### src/rtl/spi_flash_pkg.sv
// rtl/spi_flash_pkg.sv - shared constants, state encoding and address helper for the SPI flash read path
package spi_flash_pkg;

  localparam logic [7:0]  OPC_READ         = 8'h03;
  localparam logic [23:0] FLASH_BASE_DEF   = 24'h050000;
  localparam logic [19:0] CPU_ADDR_MAX_DEF = 20'hAFFFF;
  localparam int          FRAME_BITS       = 64;

  typedef enum logic [2:0] {
    IDLE,
    CMD,
    ADDR,
    DATA,
    RECOVER
  } state_t;

  // CPU window is 1 MB, so a 24-bit add of the zero-extended address cannot wrap.
  function automatic logic [23:0] flash_addr(input logic [23:0] base, input logic [19:0] cpu_addr);
    return base + {4'h0, cpu_addr};
  endfunction

endpackage

### src/rtl/spi_sck_gen.sv
// rtl/spi_sck_gen.sv - SCK divider producing mode-0 clock plus rise/fall strobes for the frame FSM
module spi_sck_gen #(
  parameter int SCK_HALF = 2
) (
  input  logic clk,
  input  logic resetn,
  input  logic en,
  output logic sck,
  output logic rise_en,
  output logic fall_en
);

  localparam int            CW   = (SCK_HALF > 1) ? $clog2(SCK_HALF) : 1;
  localparam logic [CW-1:0] LAST = CW'(SCK_HALF - 1);

  logic [CW-1:0] cnt;
  logic          half_end;

  // Strobes mark the clk edge on which sck toggles, so the FSM acts on that same edge.
  assign half_end = en && (cnt == LAST);
  assign rise_en  = half_end && !sck;
  assign fall_en  = half_end && sck;

  always_ff @(posedge clk or negedge resetn) begin
    if (!resetn) begin
      cnt <= '0;
      sck <= 1'b0;
    end else if (!en) begin
      cnt <= '0;
      sck <= 1'b0;
    end else if (half_end) begin
      cnt <= '0;
      sck <= !sck;
    end else begin
      cnt <= cnt + CW'(1);
    end
  end

endmodule

### src/rtl/spi_flash_read_ctrl.sv
// rtl/spi_flash_read_ctrl.sv - single-word SPI flash read controller (opcode 0x03, 24-bit address, 32-bit data)
module spi_flash_read_ctrl
  import spi_flash_pkg::*;
#(
  parameter int          SCK_HALF       = 2,
  parameter int          CS_HIGH_CYCLES = 4,
  parameter logic [23:0] FLASH_BASE     = FLASH_BASE_DEF,
  parameter logic [19:0] CPU_ADDR_MAX   = CPU_ADDR_MAX_DEF
) (
  input  logic        clk,
  input  logic        resetn,
  input  logic        req_valid,
  output logic        req_ready,
  input  logic [19:0] req_addr,
  output logic        rsp_valid,
  output logic [31:0] rsp_data,
  output logic        rsp_err,
  output logic        SPI_CS,
  output logic        SPI_SCK,
  output logic        SPI_SI,
  input  logic        SPI_SO
);

  localparam int            RW       = (CS_HIGH_CYCLES > 1) ? $clog2(CS_HIGH_CYCLES) : 1;
  localparam logic [RW-1:0] REC_LAST = RW'(CS_HIGH_CYCLES - 1);

  state_t        state;
  state_t        state_nxt;
  logic [5:0]    bit_cnt;
  logic [31:0]   tx_sh;
  logic [31:0]   rx_sh;
  logic [RW-1:0] rec_cnt;
  logic          sck_en;
  logic          rise_en;
  logic          fall_en;
  logic          accept;
  logic          addr_bad;
  logic          frame_end;

  assign req_ready = (state == IDLE);
  assign accept    = req_valid && req_ready;
  assign addr_bad  = (req_addr > CPU_ADDR_MAX);
  assign sck_en    = (state == CMD) || (state == ADDR) || (state == DATA);
  assign frame_end = fall_en && (bit_cnt == 6'(FRAME_BITS - 1));

  spi_sck_gen #(
    .SCK_HALF(SCK_HALF)
  ) u_sck_gen (
    .clk    (clk),
    .resetn (resetn),
    .en     (sck_en),
    .sck    (SPI_SCK),
    .rise_en(rise_en),
    .fall_en(fall_en)
  );

  always_ff @(posedge clk or negedge resetn) begin
    if (!resetn) begin
      state <= IDLE;
    end else begin
      state <= state_nxt;
    end
  end

  // Bit boundaries are the SCK falling strobes; bit_cnt names the bit currently on the wire.
  always_comb begin
    state_nxt = state;
    case (state)
      IDLE:    if (accept) state_nxt = addr_bad ? RECOVER : CMD;
      CMD:     if (fall_en && (bit_cnt == 6'd7)) state_nxt = ADDR;
      ADDR:    if (fall_en && (bit_cnt == 6'd31)) state_nxt = DATA;
      DATA:    if (frame_end) state_nxt = RECOVER;
      RECOVER: if (rec_cnt == REC_LAST) state_nxt = IDLE;
      default: state_nxt = IDLE;
    endcase
  end

  always_ff @(posedge clk or negedge resetn) begin
    if (!resetn) begin
      SPI_CS    <= 1'b1;
      SPI_SI    <= 1'b0;
      rsp_valid <= 1'b0;
      rsp_err   <= 1'b0;
      rsp_data  <= '0;
      bit_cnt   <= '0;
      tx_sh     <= '0;
      rx_sh     <= '0;
      rec_cnt   <= '0;
    end else begin
      rsp_valid <= 1'b0;
      if (accept) begin
        bit_cnt <= '0;
        if (addr_bad) begin
          // Error reply skips the bus; preloading the counter makes RECOVER last one cycle.
          rsp_valid <= 1'b1;
          rsp_err   <= 1'b1;
          rec_cnt   <= REC_LAST;
        end else begin
          SPI_CS  <= 1'b0;
          SPI_SI  <= OPC_READ[7];
          tx_sh   <= {OPC_READ[6:0], flash_addr(FLASH_BASE, req_addr), 1'b0};
          rec_cnt <= '0;
        end
      end
      if (rise_en && (state == DATA)) begin
        rx_sh <= {rx_sh[30:0], SPI_SO};
      end
      // tx_sh drains to zero after the header, which keeps SI low for the data phase.
      if (fall_en) begin
        bit_cnt <= bit_cnt + 6'd1;
        SPI_SI  <= tx_sh[31];
        tx_sh   <= {tx_sh[30:0], 1'b0};
      end
      if (frame_end) begin
        SPI_CS    <= 1'b1;
        SPI_SI    <= 1'b0;
        rsp_valid <= 1'b1;
        rsp_err   <= 1'b0;
        rsp_data  <= rx_sh;
      end
      if ((state == RECOVER) && (rec_cnt != REC_LAST)) begin
        rec_cnt <= rec_cnt + RW'(1);
      end
    end
  end

endmodule

### config.mk
export PLATFORM = sky130hd
export DESIGN_NAME = spi_flash_read_ctrl
export DESIGN_NICKNAME = d
export VERILOG_FILES = /design/src/rtl/spi_flash_pkg.sv /design/src/rtl/spi_sck_gen.sv /design/src/rtl/spi_flash_read_ctrl.sv
export SDC_FILE = /design/constraint.sdc
export NUM_CORES = 1
export LEC_CHECK = 0
export ABC_AREA = 0
export BUFFER_PORTS_ARGS = -buffer_cell sky130_fd_sc_hd__buf_4
export CORE_ASPECT_RATIO = 2
export CORE_UTILIZATION = 50
export DETAILED_ROUTE_END_ITERATION = 8
export PLACE_DENSITY = 0.77
export RECOVER_POWER = 50
export SKIP_LAST_GASP = 1
export SLEW_MARGIN = 20
export SYNTH_ARGS = -nofsm -noshare
export SYNTH_HDL_FRONTEND = slang
export SYNTH_SLANG_ARGS = --single-unit
### constraint.sdc
create_clock -name clk -period 2.9 [get_ports clk]
set_clock_uncertainty 0.15 [all_clocks]
set_input_delay 0.58 -clock clk [delete_from_list [all_inputs] [get_ports clk]]
set_output_delay 0.58 -clock clk [all_outputs]
set_load 0.005 [all_outputs]
* Word level (Yosys, flattened, before mapping) *
Cells that the tools add are included.

storage, ports and cells
  bits of input ports = 24
  flip-flop bits (word level) = 113
  word-level logic and storage cells = 88
  output and inout bits = 38

cells by class
  eq/ne operators = 18
  $lt $le $gt $ge = 1
  muxes and demuxes = 30
  reductions and logical operators = 23
  add/sub/neg operators = 4

operator list
  kind                    number
  $mux 32                 3
  $add 19x20->21 const A  1
  $gt 20x20->1 const B    1
  $mux 3                  6
  $mux 1                  15
  $pmux 3 s5              1
  $mux 6                  2
  $ne 2x2->1 const B      5
  $logic_and 1x1->1       9
  $ne 2x1->1 const B      4
  $reduce_and 2->1        4
  $reduce_bool 2->1       4
  $add 6x1->6 const B     1
  $eq 3x2->1 const B      2
  $eq 6x3->1 const B      1
  $eq 6x5->1 const B      1
  $eq 6x6->1 const B      1
  $mux 2                  3
  $reduce_and 5->1        1
  $eq 3x1->1 const B      1
  $eq 3x3->1 const B      1
  $logic_not 3->1         1
  $ne 3x2->1 const B      1
  $reduce_bool 3->1       1
  other kinds (5)         6

* Longest topological paths before layout *
  depth after elaboration = 8
  mapped depth = 9
  gate-level depth less buffers = 7

* By module *
Synthesis repeated with hierarchy kept, for this count alone.

second synthesis, totals
  cells, all modules = 404
  area, all modules = 4,782.1 sq um

by module, submodules not included
  module               sequential area each (sq um)  instances  area an instance (sq um)  cells each
  spi_flash_read_ctrl  2,753.9                       1          4,693.3                   396
  spi_sck_gen          50.0                          1          88.8                      8

* Least setup slack after synthesis *
OpenSTA, ideal clock, no wires.

  path kind = input -> register
  start point = in req_valid
  end point = reg tx_sh[17]
  data required time = 2.626 ns
  arrival = 1.787 ns
  stages on the path = 5
  path slack = 0.839 ns
  cell sequence = or4b_4 -> nor3_4 -> a21oi_2 -> and3_1 -> a211o_1

between the ends
  longest elaborated chain between the ends = 3

RTL lines
  element                      line                        text
  from (decl)                  spi_flash_read_ctrl.sv:12   input logic req_valid,
  $logic_and 1x1->1            spi_flash_read_ctrl.sv:41   assign accept = req_valid && req_ready;
  $reduce_bool 2->1 (no line)  --
  $reduce_and 2->1 (no line)   --
  to (signal assigned)         spi_flash_read_ctrl.sv:101  tx_sh <= {OPC_READ[6:0], flash_addr(FLASH_BASE, req_addr), 1'b0};
  to (signal assigned)         spi_flash_read_ctrl.sv:112  tx_sh <= {tx_sh[30:0], 1'b0};
  to (decl)                    spi_flash_read_ctrl.sv:30   logic [31:0] tx_sh;

Every way passes these cells.
A chain may end at the register's enable or synchronous reset.

* Worst setup path after layout *
  start point = reg state[2]
  end point = reg tx_sh[4]

between the ends
  longest elaborated chain between the ends = 7
  elaborated cells on any way between the ends = 13

RTL lines
  element                                                           line                       text
  from (decl)                                                       spi_flash_read_ctrl.sv:27  state_t state;
  from (signal assigned)                                            spi_flash_read_ctrl.sv:61  state <= state_nxt;
  $eq 3x1->1 / $eq 3x2->1 (equally long branches)                   spi_flash_read_ctrl.sv:43  assign sck_en = (state == CMD) || (state == ADDR) || (state == DATA);
  $logic_or 1x1->1 (2 in a row)                                     spi_flash_read_ctrl.sv:43
  $logic_and 1x1->1                                                 spi_sck_gen.sv:20          assign half_end = en && (cnt == LAST);
  $logic_and 1x1->1                                                 spi_sck_gen.sv:22          assign fall_en = half_end && sck;
  $ne 2x2->1 (no line) / $reduce_bool 2->1 (equally long branches)  --
  $reduce_and 2->1 (no line)                                        --

Parallel ways exist; a longest one is shown, timed or not.

==> flow_metrics.env <==
export IMPL_dieArea_mm2=0.0100
export IMPL_cp_arrival_ps=2640
export IMPL_crit_start="state[2]$_DFFE_PN0P_"
export IMPL_critPathKind="reg -> reg"
export IMPL_htreeDepth=3
export IMPL_ant_nets=0
export IMPL_min_path_type="reg -> reg"
export IMPL_core_area_mm2=0.00932
export IMPL_first_iter_violations=194
export IMPL_seqCellArea_mm2=0.00280
export IMPL_slowest_stage="or4b_4"
export IMPL_seq_area_frac_synth_pct=58.3
export IMPL_rsz0062_at_grt="no"
export IMPL_finalHoldViolCount=0
export IMPL_dp_slack_ps=400
export IMPL_cap_viol_max_count=0
export IMPL_place_area_mm2=0.00536
export IMPL_num_rows=50
export IMPL_r2r_start="state[2]$_DFFE_PN0P_"
export IMPL_final_max_slew_viol_count=0
export IMPL_crit_path_start_kind="flip-flop"
export IMPL_path_clk_slew_ps=70
export IMPL_grt_overflow_total=0
export IMPL_cts_setup_buffers=0
export IMPL_yosysUniqueCellTypes=46
export IMPL_finalSetupViolCount=0
export IMPL_worst_slack_ps=377
export IMPL_status="complete, but fails checks"
export IMPL_grt_pass1_wl_um=15600
export IMPL_yosysWarningCount=0
export IMPL_antenna_cells=0
export IMPL_violations="DRC"
export IMPL_syn_nets=435
export IMPL_path_cells="or4b_4, nor3_4, a21o_1, buf_4, a21oi_1, a21oi_1"
export IMPL_path_max_fanout=17
export IMPL_io_pins=62
export IMPL_cts_repair_resized=0
export IMPL_max_stage_delay_ps=650
export IMPL_area_delta_synth_final_pct=16.6
export IMPL_vdd_drop_max_mv=0.497
export IMPL_final_util_pct=60.2
export IMPL_fin_crit_ps=2520
export IMPL_tightest_slew_ps=1290
export IMPL_holdCritStartpoint="SPI_CS$_DFFE_PN1P_"
export IMPL_crit_path_frequent_cell="a21oi_1"
export IMPL_synthCells=407
export IMPL_wirelength_um=8760
export IMPL_grt_use_total_pct=19.7
export IMPL_clock_fmax_mhz=396
export IMPL_cp_required_ps=3020
export IMPL_relSlewSlack_pct=14.3
export IMPL_tns_ps=0
export IMPL_synth_ff_latch_count=112
export IMPL_avgSynthCellArea_um2=11.8
export IMPL_clk_latency_ps=340
export IMPL_start_util_pct=51.6
export IMPL_cts_sinks=112
export IMPL_layout_nets=495
export IMPL_cts_tree="done"
export IMPL_gp_congestion=0.837
export IMPL_die_w_um=71.4
export IMPL_drc=7
export IMPL_cts_root_buf="clkbuf_16"
export IMPL_viasPerCell=5.65
export IMPL_period_share_pct=87.0
export IMPL_antenna_found_initial=0
export IMPL_cts_hold_buffers=0
export IMPL_p_per_area_mw_per_mm2=685
export IMPL_num_vias=3252
export IMPL_port_buffers=61
export IMPL_cts_buffers=9
export IMPL_dp_hpwl_um=6220
export IMPL_multi_input_area_mm2=0.00185
export IMPL_grt_max_degree=53
export IMPL_dr_pass1_iters=6
export IMPL_final_area_mm2=0.00561
export IMPL_power_leakage_nw=2.85
export IMPL_crit_family="simple AND/OR/NAND/NOR gates"
export IMPL_wire_per_inst_um=15.2
export IMPL_first_global_vias=3360
export IMPL_clockBufferDepth=2
export IMPL_fillers=748
export IMPL_end_kind="flip-flop"
export IMPL_final_layout_size_suffix_gt1_share_pct=22.2
export IMPL_syn_area_mm2=0.00481
export IMPL_critical_path_buf_inv_count=1
export IMPL_die_height_um=141
[power breakdown]
part,internal [mW],switching [mW]
clock network,0.595,0.564
logic,0.333,0.422
registers,1.78,0.153
total,2.71,1.14
[area by class of cell]
cell class / count / share of cell area [%]
well taps: 104 / 2.32
inverters: 2 / 0.134
repair buffers: 74 / 9.61
clock buffers: 10 / 4.08
flip-flops and latches: 112 / 50.0
multi-input cells: 268 / 32.9
clock inverters: 6 / 0.959
[state kept, by name (all words and copies together), names as in the netlist, 2 cells and up]
name / cells
tx_sh: 31
bit_cnt: 6
rx_sh: 32
rsp_data: 32
state: 3
rec_cnt: 2
[synthesized netlist by cell type (all sizes together)]
| library cell | instances | share of area, % |
|---|---|---|
| o41ai | 1 | 0.18 |
| nand3 | 6 | 0.62 |
| or2 | 1 | 0.13 |
| or4b | 1 | 0.29 |
| nand4b | 2 | 0.36 |
| nor2b | 1 | 0.13 |
| nand4 | 5 | 0.65 |
| mux2 | 64 | 15 |
| o21a | 1 | 0.16 |
| inv | 2 | 0.16 |
| o211ai | 2 | 0.31 |
| dfrtp | 111 | 58 |
| o21ai | 16 | 1.7 |
| and3 | 1 | 0.13 |
| nor4b | 1 | 0.31 |
| buf | 15 | 2.5 |
| nor3 | 8 | 1.1 |
| nor4 | 1 | 0.13 |
| o311ai | 1 | 0.18 |
| ha | 4 | 1.0 |
| nand2b | 1 | 0.13 |
| xor2 | 1 | 0.18 |
| a221o | 2 | 0.42 |
| and2 | 3 | 0.39 |
| a22o | 1 | 0.18 |
| a21oi | 41 | 5.2 |
| a211oi | 1 | 0.16 |
| or3 | 3 | 0.39 |
| xnor2 | 3 | 0.55 |
| a21o | 2 | 0.31 |
| dfstp | 1 | 0.55 |
| a211o | 1 | 0.18 |
| mux2i | 1 | 0.21 |
| a31oi | 4 | 0.52 |
| o31ai | 2 | 0.31 |
| clkbuf | 10 | 0.78 |
| nand2 | 51 | 4.0 |
| nor2 | 34 | 2.7 |
| a32o | 1 | 0.21 |
[per-stage QoR]
step	total power [mW]	instances	hold WS, ps
floorplan	2.50	407	134
global route	4.07	576	311
CTS	3.90	576	141
finish	3.84	576	308
global placement	2.69	560	304
detailed placement	2.73	560	300
[layer usage]
layer	part of all wire (%)	GRT usage, %
met1	41	23.0
met5	0	0
met3	3.4	3.57
met4	1.9	7.68
met2	53	35.2
[placed cells by master (no fill, tap or decap), drive strengths merged, types with 2 or more instances in the layout]
cell type / count
nor3: 8
ha: 4
mux2: 64
and2: 3
nand2: 51
xnor2: 3
a21oi: 41
or3: 3
inv: 3
o211ai: 2
clkinv: 4
a31oi: 4
a221o: 2
nand4b: 2
nor2: 34
buf: 54
o31ai: 2
a21o: 2
clkbuf: 30
dfrtp: 111
nand3: 6
nand4: 5
o21ai: 16
[tightest hold or removal path, stage by stage (launching register included)]
cell	delay [ps]
dfstp_2	370
nand2_1	50
nand2_1	40
[logic make-up (layout without fill, tap and decap cells)]
family	Yosys count	after routing	synth area share, %
simple gates	119	119	11.4
flops	112	112	58.3
compound gates	76	76	9.98
mux	65	65	15.2
buf+inv	27	92	3.43
fa+ha+maj	4	4	1.04
xor+xnor	4	4	0.728
[final timing paths]
check / to / slack, ps / cells after the start
setup / recovery: tx_sh[4]$_DFFE_PN0P_ / 380 / 6
hold / removal: SPI_CS$_DFFE_PN1P_ / 310 / 2
setup reg to reg: tx_sh[4]$_DFFE_PN0P_ / 380 / 6
hold reg to reg: SPI_CS$_DFFE_PN1P_ / 310 / 2
max in group asynchronous: rsp_data[16]$_DFFE_PN0P_ / 710 / 2
min in group asynchronous: rx_sh[3]$_DFFE_PN0P_ / 360 / 1
(Power assumes the default switching activity.)
